<file path="src/rtl/token_pkt_tx_pkg.sv">
// token_pkt_tx_pkg
// Shared definitions for the DVFS token packet transmitter: flit layout,
// preamble codes, message type, FIFO geometry and the transmit FSM states.
// No ports (package).

package token_pkt_tx_pkg;

  // Flit geometry: 2-bit preamble on top of a 32-bit body.
  localparam int unsigned FLIT_W     = 34;
  localparam int unsigned BODY_W     = 32;
  localparam int unsigned ADDR_W     = 5;
  localparam int unsigned VAL_W      = 32;
  localparam int unsigned TILE_W     = 5;

  // Buffer between the divider stage and the NoC.
  localparam int unsigned FIFO_DEPTH = 4;
  localparam int unsigned FIFO_CNT_W = 3;
  localparam int unsigned ENTRY_W    = ADDR_W + VAL_W;

  localparam logic [1:0] PREAMBLE_HEAD = 2'b10;
  localparam logic [1:0] PREAMBLE_TAIL = 2'b01;
  localparam logic [5:0] TOKEN_MSG     = 6'h2A;

  typedef enum logic [1:0] {
    StIdle = 2'd0,
    StHead = 2'd1,
    StTail = 2'd2
  } tx_state_e;

  // One buffered token: destination plus payload.
  typedef struct packed {
    logic [ADDR_W-1:0] addr;
    logic [VAL_W-1:0]  val;
  } token_entry_t;

  // Head flit: {preamble, 16'b0, msg type, source tile, destination}.
  function automatic logic [FLIT_W-1:0] make_head_flit(input logic [ADDR_W-1:0] addr,
                                                       input logic [TILE_W-1:0] src);
    return {PREAMBLE_HEAD, 16'h0000, TOKEN_MSG, src, addr};
  endfunction

  // Tail flit carries the payload verbatim, zero included.
  function automatic logic [FLIT_W-1:0] make_tail_flit(input logic [VAL_W-1:0] val);
    return {PREAMBLE_TAIL, val};
  endfunction

endpackage

</file>
<file path="src/rtl/token_pkt_fifo.sv">
// token_pkt_fifo
// Small synchronous FIFO holding {addr, val} token entries.
// Ports:
//   clock  in   rising-edge clock
//   rst    in   asynchronous active-high reset (clears pointers and count)
//   push   in   write wdata (ignored when full)
//   pop    in   drop the head entry (ignored when empty)
//   wdata  in   entry to store
//   rdata  out  head entry (valid when !empty)
//   full   out  count == Depth, decoded from the registered count
//   empty  out  count == 0
//   count  out  occupied entries

module token_pkt_fifo
  import token_pkt_tx_pkg::*;
#(
  parameter int unsigned Width = ENTRY_W,
  parameter int unsigned Depth = FIFO_DEPTH
) (
  input  logic                         clock,
  input  logic                         rst,
  input  logic                         push,
  input  logic                         pop,
  input  logic [Width-1:0]             wdata,
  output logic [Width-1:0]             rdata,
  output logic                         full,
  output logic                         empty,
  output logic [$clog2(Depth+1)-1:0]   count
);

  localparam int unsigned PtrW = (Depth > 1) ? $clog2(Depth) : 1;
  localparam int unsigned CntW = $clog2(Depth + 1);

  logic [Width-1:0] mem_q [Depth];
  logic [PtrW-1:0]  wr_ptr_q, wr_ptr_d;
  logic [PtrW-1:0]  rd_ptr_q, rd_ptr_d;
  logic [CntW-1:0]  count_q, count_d;
  logic             do_push, do_pop;

  assign full    = (count_q == CntW'(Depth));
  assign empty   = (count_q == '0);
  assign count   = count_q;
  assign rdata   = mem_q[rd_ptr_q];

  assign do_push = push && !full;
  assign do_pop  = pop && !empty;

  always_comb begin
    wr_ptr_d = wr_ptr_q;
    rd_ptr_d = rd_ptr_q;
    count_d  = count_q;
    if (do_push) begin
      wr_ptr_d = (wr_ptr_q == PtrW'(Depth - 1)) ? '0 : wr_ptr_q + PtrW'(1);
    end
    if (do_pop) begin
      rd_ptr_d = (rd_ptr_q == PtrW'(Depth - 1)) ? '0 : rd_ptr_q + PtrW'(1);
    end
    // Simultaneous push and pop leaves the occupancy unchanged.
    unique case ({do_push, do_pop})
      2'b10:   count_d = count_q + CntW'(1);
      2'b01:   count_d = count_q - CntW'(1);
      default: count_d = count_q;
    endcase
  end

  always_ff @(posedge clock or posedge rst) begin
    if (rst) begin
      wr_ptr_q <= '0;
      rd_ptr_q <= '0;
      count_q  <= '0;
    end else begin
      wr_ptr_q <= wr_ptr_d;
      rd_ptr_q <= rd_ptr_d;
      count_q  <= count_d;
    end
  end

  // Storage needs no reset: it is only observed through rdata while non-empty.
  always_ff @(posedge clock) begin
    if (do_push) begin
      mem_q[wr_ptr_q] <= wdata;
    end
  end

endmodule

</file>
<file path="src/rtl/token_pkt_tx.sv">
// token_pkt_tx
// Buffers DVFS token results from the divider stage and sends each one to
// the NoC as a two-flit packet (head, then tail).
// Ports:
//   clock            in   sole clock, rising edge
//   rst              in   asynchronous active-high reset
//   packet_out       in   divider result valid, held while pending
//   packet_out_addr  in   destination tile address
//   packet_out_val   in   token payload
//   local_tile_id    in   source tile id (quasi-static)
//   enable           in   gate for starting new packets
//   noc_ready        in   NoC accepts the current flit
//   noc_valid        out  flit valid
//   noc_flit         out  [33:32] preamble, [31:0] body
//   freeze           out  hold request to the divider stage (FIFO full)
//   fifo_count       out  buffered entries, 0..4
//   pkt_sent_count   out  completed packets, wrapping
//   idle             out  nothing buffered, nothing in flight

module token_pkt_tx
  import token_pkt_tx_pkg::*;
(
  input  logic                  clock,
  input  logic                  rst,
  input  logic                  packet_out,
  input  logic [ADDR_W-1:0]     packet_out_addr,
  input  logic [VAL_W-1:0]      packet_out_val,
  input  logic [TILE_W-1:0]     local_tile_id,
  input  logic                  enable,
  input  logic                  noc_ready,
  output logic                  noc_valid,
  output logic [FLIT_W-1:0]     noc_flit,
  output logic                  freeze,
  output logic [FIFO_CNT_W-1:0] fifo_count,
  output logic [15:0]           pkt_sent_count,
  output logic                  idle
);

  tx_state_e          state_q, state_d;
  token_entry_t       wr_entry, rd_entry;
  logic [ENTRY_W-1:0] rd_bits;
  logic               fifo_push, fifo_pop;
  logic               fifo_full, fifo_empty;
  logic [15:0]        sent_q, sent_d;

  assign wr_entry  = '{addr: packet_out_addr, val: packet_out_val};
  assign rd_entry  = rd_bits;

  // fifo_full is decoded from the registered count, so freeze has no
  // combinational path from packet_out.
  assign freeze    = fifo_full;
  assign fifo_push = packet_out && !freeze;

  token_pkt_fifo #(
    .Width (ENTRY_W),
    .Depth (FIFO_DEPTH)
  ) u_fifo (
    .clock (clock),
    .rst   (rst),
    .push  (fifo_push),
    .pop   (fifo_pop),
    .wdata (wr_entry),
    .rdata (rd_bits),
    .full  (fifo_full),
    .empty (fifo_empty),
    .count (fifo_count)
  );

  // Next-state and flit outputs. The head entry stays in the FIFO until the
  // tail handshake, so the flit is stable for the whole of a stall.
  always_comb begin
    state_d   = state_q;
    noc_valid = 1'b0;
    noc_flit  = '0;
    fifo_pop  = 1'b0;
    unique case (state_q)
      StIdle: begin
        if (!fifo_empty && enable) begin
          state_d = StHead;
        end
      end
      StHead: begin
        noc_valid = 1'b1;
        noc_flit  = make_head_flit(rd_entry.addr, local_tile_id);
        if (noc_ready) begin
          state_d = StTail;
        end
      end
      StTail: begin
        noc_valid = 1'b1;
        noc_flit  = make_tail_flit(rd_entry.val);
        if (noc_ready) begin
          fifo_pop = 1'b1;
          state_d  = StIdle;
        end
      end
      default: begin
        state_d = StIdle;
      end
    endcase
  end

  // A packet counts as sent on the tail handshake, which is also the pop.
  assign sent_d = fifo_pop ? sent_q + 16'd1 : sent_q;

  always_ff @(posedge clock or posedge rst) begin
    if (rst) begin
      state_q <= StIdle;
      sent_q  <= '0;
    end else begin
      state_q <= state_d;
      sent_q  <= sent_d;
    end
  end

  assign pkt_sent_count = sent_q;
  assign idle           = fifo_empty && (state_q == StIdle) && !noc_valid;

endmodule
</file>
<file path="config.mk">
export PLATFORM = sky130hd
export DESIGN_NAME = token_pkt_tx
export DESIGN_NICKNAME = d
export VERILOG_FILES = /design/src/rtl/token_pkt_tx_pkg.sv /design/src/rtl/token_pkt_fifo.sv /design/src/rtl/token_pkt_tx.sv
export SDC_FILE = /design/constraint.sdc
export NUM_CORES = 1
export LEC_CHECK = 0
export BUFFER_PORTS_ARGS = -buffer_cell sky130_fd_sc_hd__buf_4
export CORE_MARGIN = 2
export CORE_UTILIZATION = 40
export CTS_CLUSTER_SIZE = 20
export DETAILED_ROUTE_END_ITERATION = 10
export RECOVER_POWER = 25
export SLEW_MARGIN = 0
export SYNTH_ARGS = -nofsm -noshare
export SYNTH_HDL_FRONTEND = slang
export SYNTH_SLANG_ARGS = --single-unit
</file>
<file path="constraint.sdc">
create_clock -name clock -period 2 [get_ports clock]
set_input_delay 0.4 -clock clock [delete_from_list [all_inputs] [get_ports clock]]
set_output_delay 0.4 -clock clock [all_outputs]
set_load 0.01 [all_outputs]
</file>
==> results.json <==
{
  "run_status": "complete, but fails checks",
  "failed_checks": "setup timing",
  "ir_drop_v": 0.000753,
  "hold_ws_ns": 0.0248,
  "netlist_top_cells_area": "edfxtp_1, mux4_2, dfrtp_1",
  "place_ws_ns": -0.00966,
  "crit_top_cell": "buf_12",
  "final_max_slew_viol_count": 0,
  "rsz0062_at_grt": "yes",
  "drt_wl_total_um": 14200,
  "hpwl_um": 8730,
  "hold_violations": 0,
  "r2r_slack_ns": 0.12,
  "port_buffers": 102,
  "ys_types": 33,
  "cts_hold_buf": 0,
  "remaining_drc_errors": 0,
  "fp.dieH_um": 136,
  "r2r-start": "state_q[0]",
  "synth_seq_cells": 173,
  "post_drt_wl_per_cell_um": 19.0,
  "track_usage": 0.164,
  "crit_start": "u_fifo.rd_ptr_q[0]",
  "power_density_nw_per_um2": 1420,
  "r2r_end": "u_fifo.count[2]",
  "cts_tree": "built",
  "finalSetupTns_ns": -9.56,
  "drt_iter0_markers": 157,
  "clk_pin_slew_ns": 0.07,
  "cp_max_fo": 7,
  "comb_power_share": 0.371,
  "skew_ns": 0.0119,
  "cp.depth": 6,
  "maxCapViolations": 0,
  "setup_viol": 32,
  "grt_pass1_vias": 3939,
  "die_w_um": 136,
  "yosys.area.top_type_share": 0.641,
  "coreArea_um2": 17100,
  "worstSkewPairLatency_ns": 0.42,
  "fin_crit_ns": 2.36,
  "fillers": 1411,
  "layout.nets": 568,
  "criticalPathCategory": "reg -> out",
  "yosysWarnings": 0,
  "critical-path-max-stage-delay_ns": 0.53,
  "crit_path_cell_trace": "buf_12 > buf_12 > mux4_2 > a21oi_2 > nor2b_1 > buf_4",
  "layout_worst_path_cycle_share": 1.18,
  "dieArea_um2": 18400,
  "synthCells": 356,
  "clock-sinks": 173,
  "cts_made_buffers": 17,
  "grt_first_pass_wirelength_um": 22000,
  "drive_above_1_share": 0.463,
  "intPower_w": 0.00931,
  "overflow": 0,
  "synth_area_um2": 6940,
  "cts_buffer_depth": 2,
  "endpoint": "noc_flit[15]",
  "syn_nets": 417,
  "io_pins": 103,
  "finalWorstSetupSlack_ns": -0.359,
  "tightest_slew_ns": 0.335,
  "gp_congestion": 0.770,
  "reg2reg_depth": 11,
  "power_leakage_nw": 3.43,
  "relSlewSlack": 0.777,
  "p_sw_frac": 0.291,
  "grt_max_degree": 27,
  "crit_buf_inv": 3,
  "drt-pass1-iter-count": 4,
  "power_switching_w": 0.00382,
  "ant_nets": 0,
  "pwr-share-seq": 0.382,
  "num_rows": 48,
  "initial_utilization": 0.405,
  "critPathSlowestCell": "mux4_2",
  "critPathCaptureType": "primary output",
  "max_freq_mhz": 424,
  "cp-start-kind": "register",
  "holdCritPathClass": "in -> async",
  "path_delay_family": "multiplexers",
  "antenna_found_initial": 0,
  "area_growth_pct": 33.3,
  "syn_avg_cell_area_um2": 19.5,
  "root_buffer": "clkbuf_16",
  "ys_seq_area_frac": 0.731,
  "insertedDiodeCount": 0,
  "vias": 3716,
  "cts-htree-levels": 4,
  "required_ns": 1.60,
  "synth_top_cell_by_area": "edfxtp_1",
  "arrival_ns": 1.96,
  "via_per_inst": 4.99,
  "p_clk_frac": 0.247
}
## worst min-delay path by stage
stage                               endpoint  slack, ns
after floorplan            pkt_sent_count[0]       0.43
after global placement    pkt_sent_count[15]       0.46
after CTS                 pkt_sent_count[12]       0.03
after detailed placement  pkt_sent_count[15]       0.46
final                     pkt_sent_count[10]       0.02
after global routing      pkt_sent_count[10]       0.05
## cells by family after synthesis
family	after synthesis	synth area share
xor gates and xnor gates	18	0.0227
DFF	173	0.731
adders and majority gates	14	0.0263
muxes	44	0.131
and+or+nand+nor	65	0.0552
buffers and inverters	27	0.0170
AOI/OAI and AO/OA	15	0.0166
## area by class of cell
cell class,instances,area (µm²),share of cell area
clock buffers,17,425,0.0460
clock inverters,15,161,0.0175
inverters,13,48.8,0.00528
multi-input cells,156,1870,0.202
flip-flops and latches,173,5070,0.549
well taps,225,282,0.0305
repair buffers,146,1380,0.150
## state kept, by name (all words and copies together), names as in the netlist
register	cells
u_fifo.rd_ptr_q	2
u_fifo.mem_q	148
u_fifo.wr_ptr_q	2
state_q	2
pkt_sent_count	16
u_fifo.count	3
## worst reg2reg max path, stage by stage, from the launching register on
cell	delay (ns)
dfrtp_1	0.39
inv_2	0.12
ha_4	0.16
and2_4	0.14
nand2_2	0.06
inv_2	0.06
ha_4	0.12
inv_1	0.04
fa_2	0.33
xor2_1	0.14
nor2_1	0.11
xor2_1	0.14
## synthesized netlist by cell type, drive strengths merged
cell and n:
nand2 8, a21oi 4, nor3b 1, dfrtp 25, ha 13, nor4 1
mux2i 1, or3 1, a21o 1, inv 13, nor2b 4, clkbuf 6
a22o 10, nor2 10, xnor2 11, and2 26, fa 1, or4 1
nand4 4, nand3 5, mux2 6, and3 1, edfxtp 148, xor2 7
buf 8, mux4 37, nor3 3
## cell usage in the layout, fill, tap and decap left out, types with 5 or more instances in the layout
master,n
nor2_1,10
edfxtp_1,148
ha_1,10
dfrtp_1,22
nand3_1,5
buf_6,31
a22o_1,10
inv_1,8
and2_4,20
xor2_1,7
inv_2,5
buf_12,16
clkbuf_1,25
clkbuf_16,18
mux2_2,6
buf_4,70
mux4_2,37
xnor2_1,11
nand2_1,6
## per-layer routing
layer | wire length [µm] | global-route usage | vias up | part of all wire
li1 | - | - | 1692 | -
met1 | 6220 | 0.210 | 1936 | 0.44
met2 | 7180 | 0.271 | 75 | 0.51
met3 | 597 | 0.0438 | 13 | 0.042
met4 | 161 | 0.0556 | 0 | 0.011
met5 | 0 | 0 | - | 0
## power by group through the flow
stage	Sequential (W)	Combinational [W]	Clock, W
after global routing	0.00508	0.00526	0.00347
final	0.00502	0.00487	0.00325
after CTS	0.00501	0.00475	0.00333
after global placement	0.00504	0.00412	0
after floorplan	0.00503	0.00231	0
after detailed placement	0.00509	0.00417	0
## through the flow
step | cells | util | power, W | area [µm²]
floorplan | 356 | - | 0.00734 | 6950
CTS | 739 | 0.538 | 0.0131 | 9210
global placement | 700 | 0.487 | 0.00916 | 8330
detailed placement | 700 | 0.487 | 0.00926 | 8330
finish | 745 | 0.540 | 0.0131 | 9250
global route | 745 | 0.540 | 0.0138 | 9250
## repair_timing
action / 4_1_cts / 5_1_grt
setup endpoints to repair: 35 / 35
buffers inserted: 5 / 5
cloned: 2 / 1
gates resized for setup: 55 / 22
pin swaps: 14 / 7
No activity file was read; power rests on OpenSTA's default activity.
